[config.mk]
export PLATFORM = sky130hd
export DESIGN_NAME = cpu_thread_sched
export DESIGN_NICKNAME = d
export VERILOG_FILES = /design/src/rtl/cpu_thread_sched_pkg.sv /design/src/rtl/cpu_thread_sched_rr_pick.sv /design/src/rtl/cpu_thread_sched.sv
export SDC_FILE = /design/constraint.sdc
export NUM_CORES = 1
export LEC_CHECK = 0
export ABC_AREA = 1
export CAP_MARGIN = 30
export CORE_MARGIN = 2
export CORE_UTILIZATION = 35
export CTS_BUF_LIST = sky130_fd_sc_hd__clkbuf_4 sky130_fd_sc_hd__clkbuf_8 sky130_fd_sc_hd__clkbuf_16
export DETAILED_ROUTE_END_ITERATION = 10
export PLACE_DENSITY = 0.54
export SETUP_SLACK_MARGIN = 0.15
export SKIP_LAST_GASP = 1
export SYNTH_ARGS = -nofsm -noshare
export SYNTH_HDL_FRONTEND = slang
export SYNTH_HIERARCHICAL = 1
export SYNTH_SLANG_ARGS = --single-unit
export TNS_END_PERCENT = 1
[constraint.sdc]
create_clock -name CLK -period 9.6 [get_ports CLK]
set_clock_uncertainty 0.15 [all_clocks]
set_input_delay 1.44 -clock CLK [delete_from_list [all_inputs] [get_ports CLK]]
set_output_delay 1.44 -clock CLK [all_outputs]
set_load 0.02 [all_outputs]
[src/rtl/cpu_thread_sched_pkg.sv]
// cpu_thread_sched_pkg: shared sizes and scheduler state encodings
package cpu_thread_sched_pkg;
    localparam int N_THREADS = 16;
    localparam int N_THREADS_MSB = $clog2(N_THREADS) - 1;

    typedef enum logic [2:0] {
        TS_IDLE     = 3'd0,
        TS_PICK     = 3'd1,
        TS_PREFETCH = 3'd2,
        TS_LOAD     = 3'd3,
        TS_RUN      = 3'd4,
        TS_SAVE     = 3'd5
    } ts_state_t;
endpackage

[src/rtl/cpu_thread_sched_rr_pick.sv]
// cpu_thread_sched_rr_pick: combinational rotate-priority encoder (first set bit at or after start, wrapping)
module cpu_thread_sched_rr_pick #(
    parameter int N = 16,
    parameter int W = 4
) (
    input  logic [N-1:0] mask,
    input  logic [W-1:0] start,
    output logic         found,
    output logic [W-1:0] index
);
    logic [N-1:0] rot;
    logic [W-1:0] off;

    // rotate so start lands at bit 0, take the lowest set bit, rotate the offset back
    always_comb begin
        rot = '0;
        off = '0;
        for (int i = 0; i < N; i++) rot[i] = mask[start + W'(i)];
        for (int i = N - 1; i >= 0; i--) if (rot[i]) off = W'(i);
        found = |mask;
        index = start + off;
    end
endmodule

[src/rtl/cpu_thread_sched.sv]
// cpu_thread_sched: round-robin thread scheduler sequencing save/prefetch/load of per-thread flags
module cpu_thread_sched
    import cpu_thread_sched_pkg::*;
(
    input  logic                     CLK,
    input  logic                     reset,
    input  logic                     ready_set_en,
    input  logic [N_THREADS_MSB:0]   ready_set_num,
    input  logic                     switch_req,
    input  logic                     switch_keep,
    output logic [N_THREADS_MSB:0]   thread_num,
    output logic                     load_en,
    output logic                     save_en,
    output logic                     cpu_en,
    output logic [N_THREADS-1:0]     ready_mask
);
    ts_state_t              state;
    logic [N_THREADS-1:0]   set_bits;
    logic [N_THREADS-1:0]   clr_bits;
    logic                   found;
    logic [N_THREADS_MSB:0] winner;

    // set wins over a simultaneous clear of the same thread
    always_comb begin
        set_bits = ready_set_en ? (N_THREADS'(1) << ready_set_num) : '0;
        clr_bits = (state == TS_RUN && switch_req && !switch_keep) ? (N_THREADS'(1) << thread_num) : '0;
    end

    cpu_thread_sched_rr_pick #(.N(N_THREADS), .W(N_THREADS_MSB + 1)) u_pick (
        .mask  (ready_mask),
        .start (thread_num + 1'b1),
        .found (found),
        .index (winner)
    );

    // scheduler FSM with registered outputs and ready-bit register
    always_ff @(posedge CLK) begin
        if (reset) begin
            state      <= TS_IDLE;
            thread_num <= '1;
            load_en    <= 1'b0;
            save_en    <= 1'b0;
            cpu_en     <= 1'b0;
            ready_mask <= '0;
        end else begin
            load_en    <= 1'b0;
            save_en    <= 1'b0;
            ready_mask <= (ready_mask & ~clr_bits) | set_bits;
            case (state)
                TS_IDLE: if (|ready_mask) state <= TS_PICK;
                TS_PICK: begin
                    if (found) begin
                        thread_num <= winner;
                        state      <= TS_PREFETCH;
                    end else begin
                        state <= TS_IDLE;
                    end
                end
                TS_PREFETCH: begin
                    load_en <= 1'b1;
                    state   <= TS_LOAD;
                end
                TS_LOAD: begin
                    cpu_en <= 1'b1;
                    state  <= TS_RUN;
                end
                TS_RUN: begin
                    if (switch_req) begin
                        cpu_en  <= 1'b0;
                        save_en <= 1'b1;
                        state   <= TS_SAVE;
                    end
                end
                TS_SAVE: state <= TS_PICK;
                default: state <= TS_IDLE;
            endcase
        end
    end
endmodule

==> results.md <==
| Parameter | This run | Unit |
| --- | --- | --- |
| Run status | finished, final reports clean | - |
| Length of the first detailed-routing pass in iterations | 4 | - |
| Setup Crit Path Kind | reg2reg | - |
| Vias per Instance | 5.14 | - |
| Fraction of layout instances using a drive strength above 1 | 0.0353 | - |
| Hold path depth | 2 | - |
| Area share of the largest cell type after synthesis | 0.198 | - |
| Power per unit of standard cell area | 306 | mW/mm^2 |
| Number of nets in the layout | 480 | - |
| Register bit count reported by yosys | 26 | - |
| Post-layout minimum cycle time | 5.24 | ns |
| Top cells by count, synth | sky130_fd_sc_hd__nand2_1 (110), sky130_fd_sc_hd__nand3_1 (90), sky130_fd_sc_hd__inv_1 (50) | - |
| Startpoint Class | flip-flop | - |
| Pin count of the biggest net entering global routing | 27 | - |
| Peak clock frequency supported by timing | 0.191 | GHz |
| Area growth syn-to-layout | 15.4 | % |
| DRC violations left | 0 | - |
| Cell area after placement | 0.00298 | mm^2 |
| Number of buffers between clock root and the deepest sink | 2 | - |
| Number of CTS-inserted buffers | 3 | - |
| Mean instance size in the synthesized netlist | 6.12 | um^2 |
| Standard-cell rows | 31 | - |
| Die width | 90.7 | um |
| Port-buffer cells | 31 | - |
| Total of hold buffers inserted after clock tree synthesis | 0 | - |
| Number of flops mapped to enable cells by yosys | 0 | - |
| Required time worst endpoint | 9.61 | ns |
| Most used flip-flop cell after synthesis | sky130_fd_sc_hd__dfxtp_1 | - |
| Distinct cells, synth | 37 | - |
| Dpl hpwl | 6350 | um |
| Share of flip-flops with an asynchronous set or reset | 0 | - |
| Chip height | 90.7 | um |
| Max-slew violation total from the final report | 0 | - |
| CTS tree | yes | - |
| Drt initial violations | 130 | - |
| Launching point of the worst reg2reg path | thread_num[0] | - |
| Max-slew headroom at the worst pin | 0.345 | - |
| # diodes | 0 | - |
| Post-CTS clock slew at the launch and capture registers of the worst setup and hold paths | 0.09 | ns |
| Filler Cell Count | 800 | - |
| Number of maximum-capacitance violations | 0 | - |
| Number of cells after detailed placement | 548 | - |
| Critical Path Source | thread_num[0] | - |
| VDD IR-drop max | 95.5 | uV |
| Startpoint of the worst hold path | cpu_en | - |
| Number of H-tree branching levels | 1 | - |
| Core area | 0.00725 | mm^2 |
| Area of the die | 0.00823 | mm^2 |
| GR Util All Layers | 0.202 | - |
| CP max stage cell | sky130_fd_sc_hd__ha_1 | - |
| Synthesized instance count | 430 | - |
| RD Place Congestion | 0.890 | - |
| Standby leakage power | 1.31 | nW |
| Net count of the mapped netlist | 456 | - |
| Synthesized area | 0.00263 | mm^2 |
| Count of endpoints failing setup in the final report | 0 | - |
| Leading cell types by total area after synthesis | sky130_fd_sc_hd__dfxtp_1 (20%), sky130_fd_sc_hd__nand3_1 (17%), sky130_fd_sc_hd__nand2_1 (16%), sky130_fd_sc_hd__ha_1 (7.6%), sky130_fd_sc_hd__inv_1 (7.1%) | - |
| Via count of the first global-routing pass | 2828 | - |
| Post-detailed-route wirelength per cell | 14.6 | um |
| Largest driver fanout on the critical path | 26 | - |
| Depth of the worst register-to-register path | 30 | - |
| Final period utilization | 0.546 | - |
| Slew @ Worst Pin | 0.979 | ns |
| Total routed wirelength | 8040 | um |
| Path class of the lowest-slack min-delay path | reg2reg | - |
| Global-route wire length before repair | 13800 | um |
| Placement-stage worst setup slack | 4.38 | ns |
| Filler-free cell count of the finished design | 552 | - |
| Fraction of the core area covered by cells at the end of the flow | 0.419 | - |
| Slowest stage delay, CP | 0.73 | ns |
| Cell type with the largest total area after synthesis | sky130_fd_sc_hd__dfxtp_1 | - |
| Final TNS setup | 0 | ns |
| Skew-Pair Late Insertion Delay | 0.27 | ns |
| Total power after layout | 0.929 | mW |
| Worst setup slack after layout | 4.36 | ns |
| Multi-input combinational cell area | 0.00181 | mm^2 |
| Total via count in the routed design | 2836 | - |
| Arrival time at the worst endpoint | 5.25 | ns |
| Final hold slack | 0.330 | ns |
| Initial Util | 0.363 | - |
| Number of warnings reported in the yosys synthesis log | 6 | - |
| Root Buffer | sky130_fd_sc_hd__clkbuf_8 | - |
| Area occupied by registers | 520 | um^2 |
| Most instantiated library cell after synthesis | sky130_fd_sc_hd__nand2_1 | - |
| Summed area of non-filler cells in the final layout | 0.00304 | mm^2 |
| Sequential-to-total area share from yosys stat | 0.198 | - |
| Number of antenna violations at the first check in global routing | 0 | - |
| I/O Pins | 32 | - |
| Grt ovf | 0 | - |
| Type of element capturing the critical path | flip-flop | - |
| Most Frequent Cell on Critical Path | sky130_fd_sc_hd__nand2_1 | - |
| Final antenna-violating net count | 0 | - |
| RSZ-0062 raised after global routing | false | - |
| Final count of hold timing violations | 0 | - |
| Number of buffers added for setup after CTS | 0 | - |
| Resized cells post-CTS | 0 | - |
| Clock Sink Count | 26 | - |
sequential cells by signal, summed over array words and instances, names as in the netlist:
register and count:
state 3, save_en 1, cpu_en 1, load_en 1, thread_num 4, ready_mask 16
final timing paths:
check,slack [ns],end
worst max-delay path,4.36,thread_num[1]
worst min-delay path,0.33,cpu_en
worst max register to register,4.36,thread_num[1]
worst min register to register,0.33,cpu_en
worst max-delay path: cells and delay by family, from the launching register on:
family	cells	cell delay, ns
AND/OR/NAND/NOR	19	1.19
adder cells (fa/ha/maj)	4	2.01
buffers and inverters	5	1.15
flip-flops	1	0.42
AO/OA/AOI/OAI	2	0.23
per-layer routing:
metal / routed length, um / GRT usage / share of wire
met1: 3900 / 0.273 / 0.49
met5: 0 / 0 / 0
met3: 162 / 0.00835 / 0.020
met4: 130 / 0.0551 / 0.016
met2: 3840 / 0.351 / 0.48
power breakdown:
part | switching (mW) | internal (mW) | total (mW)
clock | 0.0347 | 0.0367 | 0.0714
sequential | 0.0136 | 0.115 | 0.128
combinational | 0.473 | 0.256 | 0.730
total | 0.522 | 0.408 | 0.929
cells by family after synthesis:
group,count (synthesis),synth area share
buf+inv,70,0.115
simple gates,238,0.407
flops,26,0.198
fa+ha+maj,17,0.0836
compound gates,67,0.151
xor+xnor,12,0.0456
layout make-up:
cell class / count / area share
clock buffer: 4 / 0.0181
inverter: 58 / 0.0720
multi-input combinational: 334 / 0.596
sequential: 26 / 0.171
tap: 99 / 0.0408
timing repair buffer: 31 / 0.102
cell usage in the layout (no fill, tap or decap), types with 2 or more instances in the layout:
| cell type | netlist | routed |
|---|---|---|
| sky130_fd_sc_hd__nor2_1 | 17 | 17 |
| sky130_fd_sc_hd__a21oi_1 | 32 | 32 |
| sky130_fd_sc_hd__ha_1 | 16 | 16 |
| sky130_fd_sc_hd__clkbuf_8 | 0 | 4 |
| sky130_fd_sc_hd__o21bai_1 | 15 | 15 |
| sky130_fd_sc_hd__o21ai_0 | 9 | 9 |
| sky130_fd_sc_hd__xnor2_1 | 3 | 3 |
| sky130_fd_sc_hd__clkinv_1 | 3 | 3 |
| sky130_fd_sc_hd__o21a_1 | 2 | 2 |
| sky130_fd_sc_hd__xor2_1 | 7 | 7 |
| sky130_fd_sc_hd__nor3_1 | 9 | 9 |
| sky130_fd_sc_hd__nand3_1 | 90 | 90 |
| sky130_fd_sc_hd__nand2_1 | 110 | 110 |
| sky130_fd_sc_hd__dfxtp_1 | 26 | 26 |
| sky130_fd_sc_hd__nand4_1 | 2 | 2 |
| sky130_fd_sc_hd__o211ai_1 | 4 | 4 |
| sky130_fd_sc_hd__inv_1 | 50 | 50 |
| sky130_fd_sc_hd__clkdlybuf4s50_1 | 0 | 31 |
| sky130_fd_sc_hd__o21ai_1 | 2 | 2 |
| sky130_fd_sc_hd__nor4_1 | 4 | 4 |
| sky130_fd_sc_hd__inv_2 | 4 | 4 |
Power figures use the tool's default switching activity.
==> edit, RTL diff (same flow settings) <==
Make the reset (`reset`) asynchronous in one clocked block.
--- a/src/rtl/cpu_thread_sched.sv
+++ b/src/rtl/cpu_thread_sched.sv
@@ -34,7 +34,7 @@
     );
 
     // scheduler FSM with registered outputs and ready-bit register
-    always_ff @(posedge CLK) begin
+    always_ff @(posedge CLK or posedge reset) begin
         if (reset) begin
             state      <= TS_IDLE;
             thread_num <= '1;
Check against the original RTL: differs if reset is asserted again (counterexample within 4 cycles, from zero or initial values and one cycle with reset high); with reset held inactive, the same outputs for 10 cycles.
==> edit against the original RTL <==
Utilization is 0.76 points higher; cell area is 2.3% higher; synthesized area is 0.90% higher; sequential share of layout area is 4.0 points higher; routed wire length is 3.0% lower; maximum frequency is 4.1% lower; via count is 1.4% lower; sequential cell count stayed put; highest routed layer unchanged; worst setup slack worse by 0.22 ns; critical path type unchanged.
Power is not shown: default switching activity piles up to over one toggle a cycle in this logic, so the estimate is an artifact.
==> edit: results (changes against the original RTL) <==
stage	metric	value	unit	change
critical_path	WP data arrival	5.52	ns	+0.27 ns
finish	layout cell share with drive strength beyond 1	6.803	%	+3.3 points
finish	multi-input logic area	1773	um^2	-2.1%
min_path	hold wc startpoint	cpu_en		
place	post-DP HPWL	6093	um	-4.1%
critical_path	Crit-path slowest cell	ha_1		
cts	Longest Clk Path Bufs	2		unchanged
place	IO Port Bufs	31		unchanged
route	met3 WL post-DR	410	um	+150%
critical_path	Worst Path Max Fanout	26		unchanged
cts	clock root buffer	clkbuf_8		
finish	Layout fillers	808		+1.0%
global_route	vias in the first global route	2620		-7.4%
run_status	status	finished, final reports clean		
yosys	dominant cells by area after synthesis	dfrtp_1 21%, nand2_1 17%, nand3_1 17%, ha_1 7.5%, inv_1 5.1%		
yosys	Synth Register Bits	26		unchanged
finish	NonClk Buf Share	11.10	%	+0.89 points
cts	hold bufs inserted after CTS	0		unchanged
global_route	first-pass GRT wire length	12990	um	-5.6%
critical_path	critical path's largest stage delay	0.71	ns	-0.02 ns
finish	invs w/o clock	42		-28%
cts	CTS Buf Count	3		unchanged
global_route	largest net degree at the start of global routing	27		unchanged
finish	clock buffers	4		unchanged
route	via count	2797		-1.4%
yosys	fraction of registers with async set/reset	100.0	%	+100 points
yosys	Most used DFF post-synth	dfrtp_1		
critical_path	reg2reg start	thread_num[0]		
place	Cell Area, Placed	3055	um^2	+2.4%
finish	Non-clock buffers	33		+6.5%
yosys	sequential element share of the synthesized area	24.68	%	+4.9 points
yosys	list of most frequent post-synthesis cells	123 x nand2_1, 88 x nand3_1, 36 x inv_1		
critical_path	RR Endpoint	thread_num[2]		
route	Post-Route WL	7792	um	-3.0%
global_route	met2 Use GR	31.98	%	-3.2 points
floorplan	die footprint	8302	um^2	+0.86%
finish	Clock buf/inv share	1.770	%	-0.042 points
finish	Final nets	468		-2.5%
cts	Clock Latency Late Sink	0.27	ns	about the same
finish	comb_multi_in	336		+0.60%
global_route	Total Routing Usage GR	19.21	%	-1.0 points
global_route	met1 usage in global routing	26.95	%	-0.36 points
sta	Max-slew headroom	49.28	%	+15 points
route	M1 WL	3768	um	-3.4%
finish	biggest registers after layout	ready_mask x16, thread_num x4, state x3		
critical_path	r2r setup slk	4.13	ns	-0.22 ns
route	Starting DRT DRC Count	226		+74%
route	DR top layer	met4		
yosys	distinct cell type count after synthesis	33		-11%
route	DRT Pass-1 Iters	5		+1
global_route	initial antenna violation count	0		unchanged
place	routability cong.	0.8550		-3.9%
finish	Seq area share	21.08	%	+4.0 points
global_route	met3 GRT Util	2.324	%	+1.5 points
route	met2 WL	3518	um	-8.4%
min_path	Min-Delay Endpoint	cpu_en		
yosys	Yosys warning count	6		unchanged
yosys	Synthesized Nets	440		-3.5%
finish	Ant. Diodes	0		unchanged
==> edit: through the flow <==
step	std cells	hold WS [ns]	worst slack (ns)	util, %
global route	540	0.4127	3.539	42.66
floorplan	414	0.3570	5.265	-
global placement	535	0.3334	4.284	41.52
detailed placement	536	0.3401	4.197	41.90
finish	540	0.3609	4.134	42.66
CTS	540	0.3637	4.154	42.66
==> edit: cells by family (layout without fill, tap and decap cells) <==
| family | after synthesis | after routing | synth area share, % |
|---|---|---|---|
| and+or+nand+nor | 257 | 257 | 42.68 |
| xor gates and xnor gates | 12 | 12 | 4.522 |
| AOI/OAI and AO/OA | 50 | 50 | 11.26 |
| adders and majority gates | 17 | 17 | 8.290 |
| DFF | 26 | 26 | 24.68 |
| buffers and inverters | 52 | 79 | 8.572 |
==> edit: critical path: cells and delay by family (launching register included) <==
kind	cells	cell delay, ns
compound gates	2	0.28
simple gates	19	1.25
fa+ha+maj	4	1.89
xor+xnor	1	0.17
flops	1	0.59
buf+inv	4	1.09
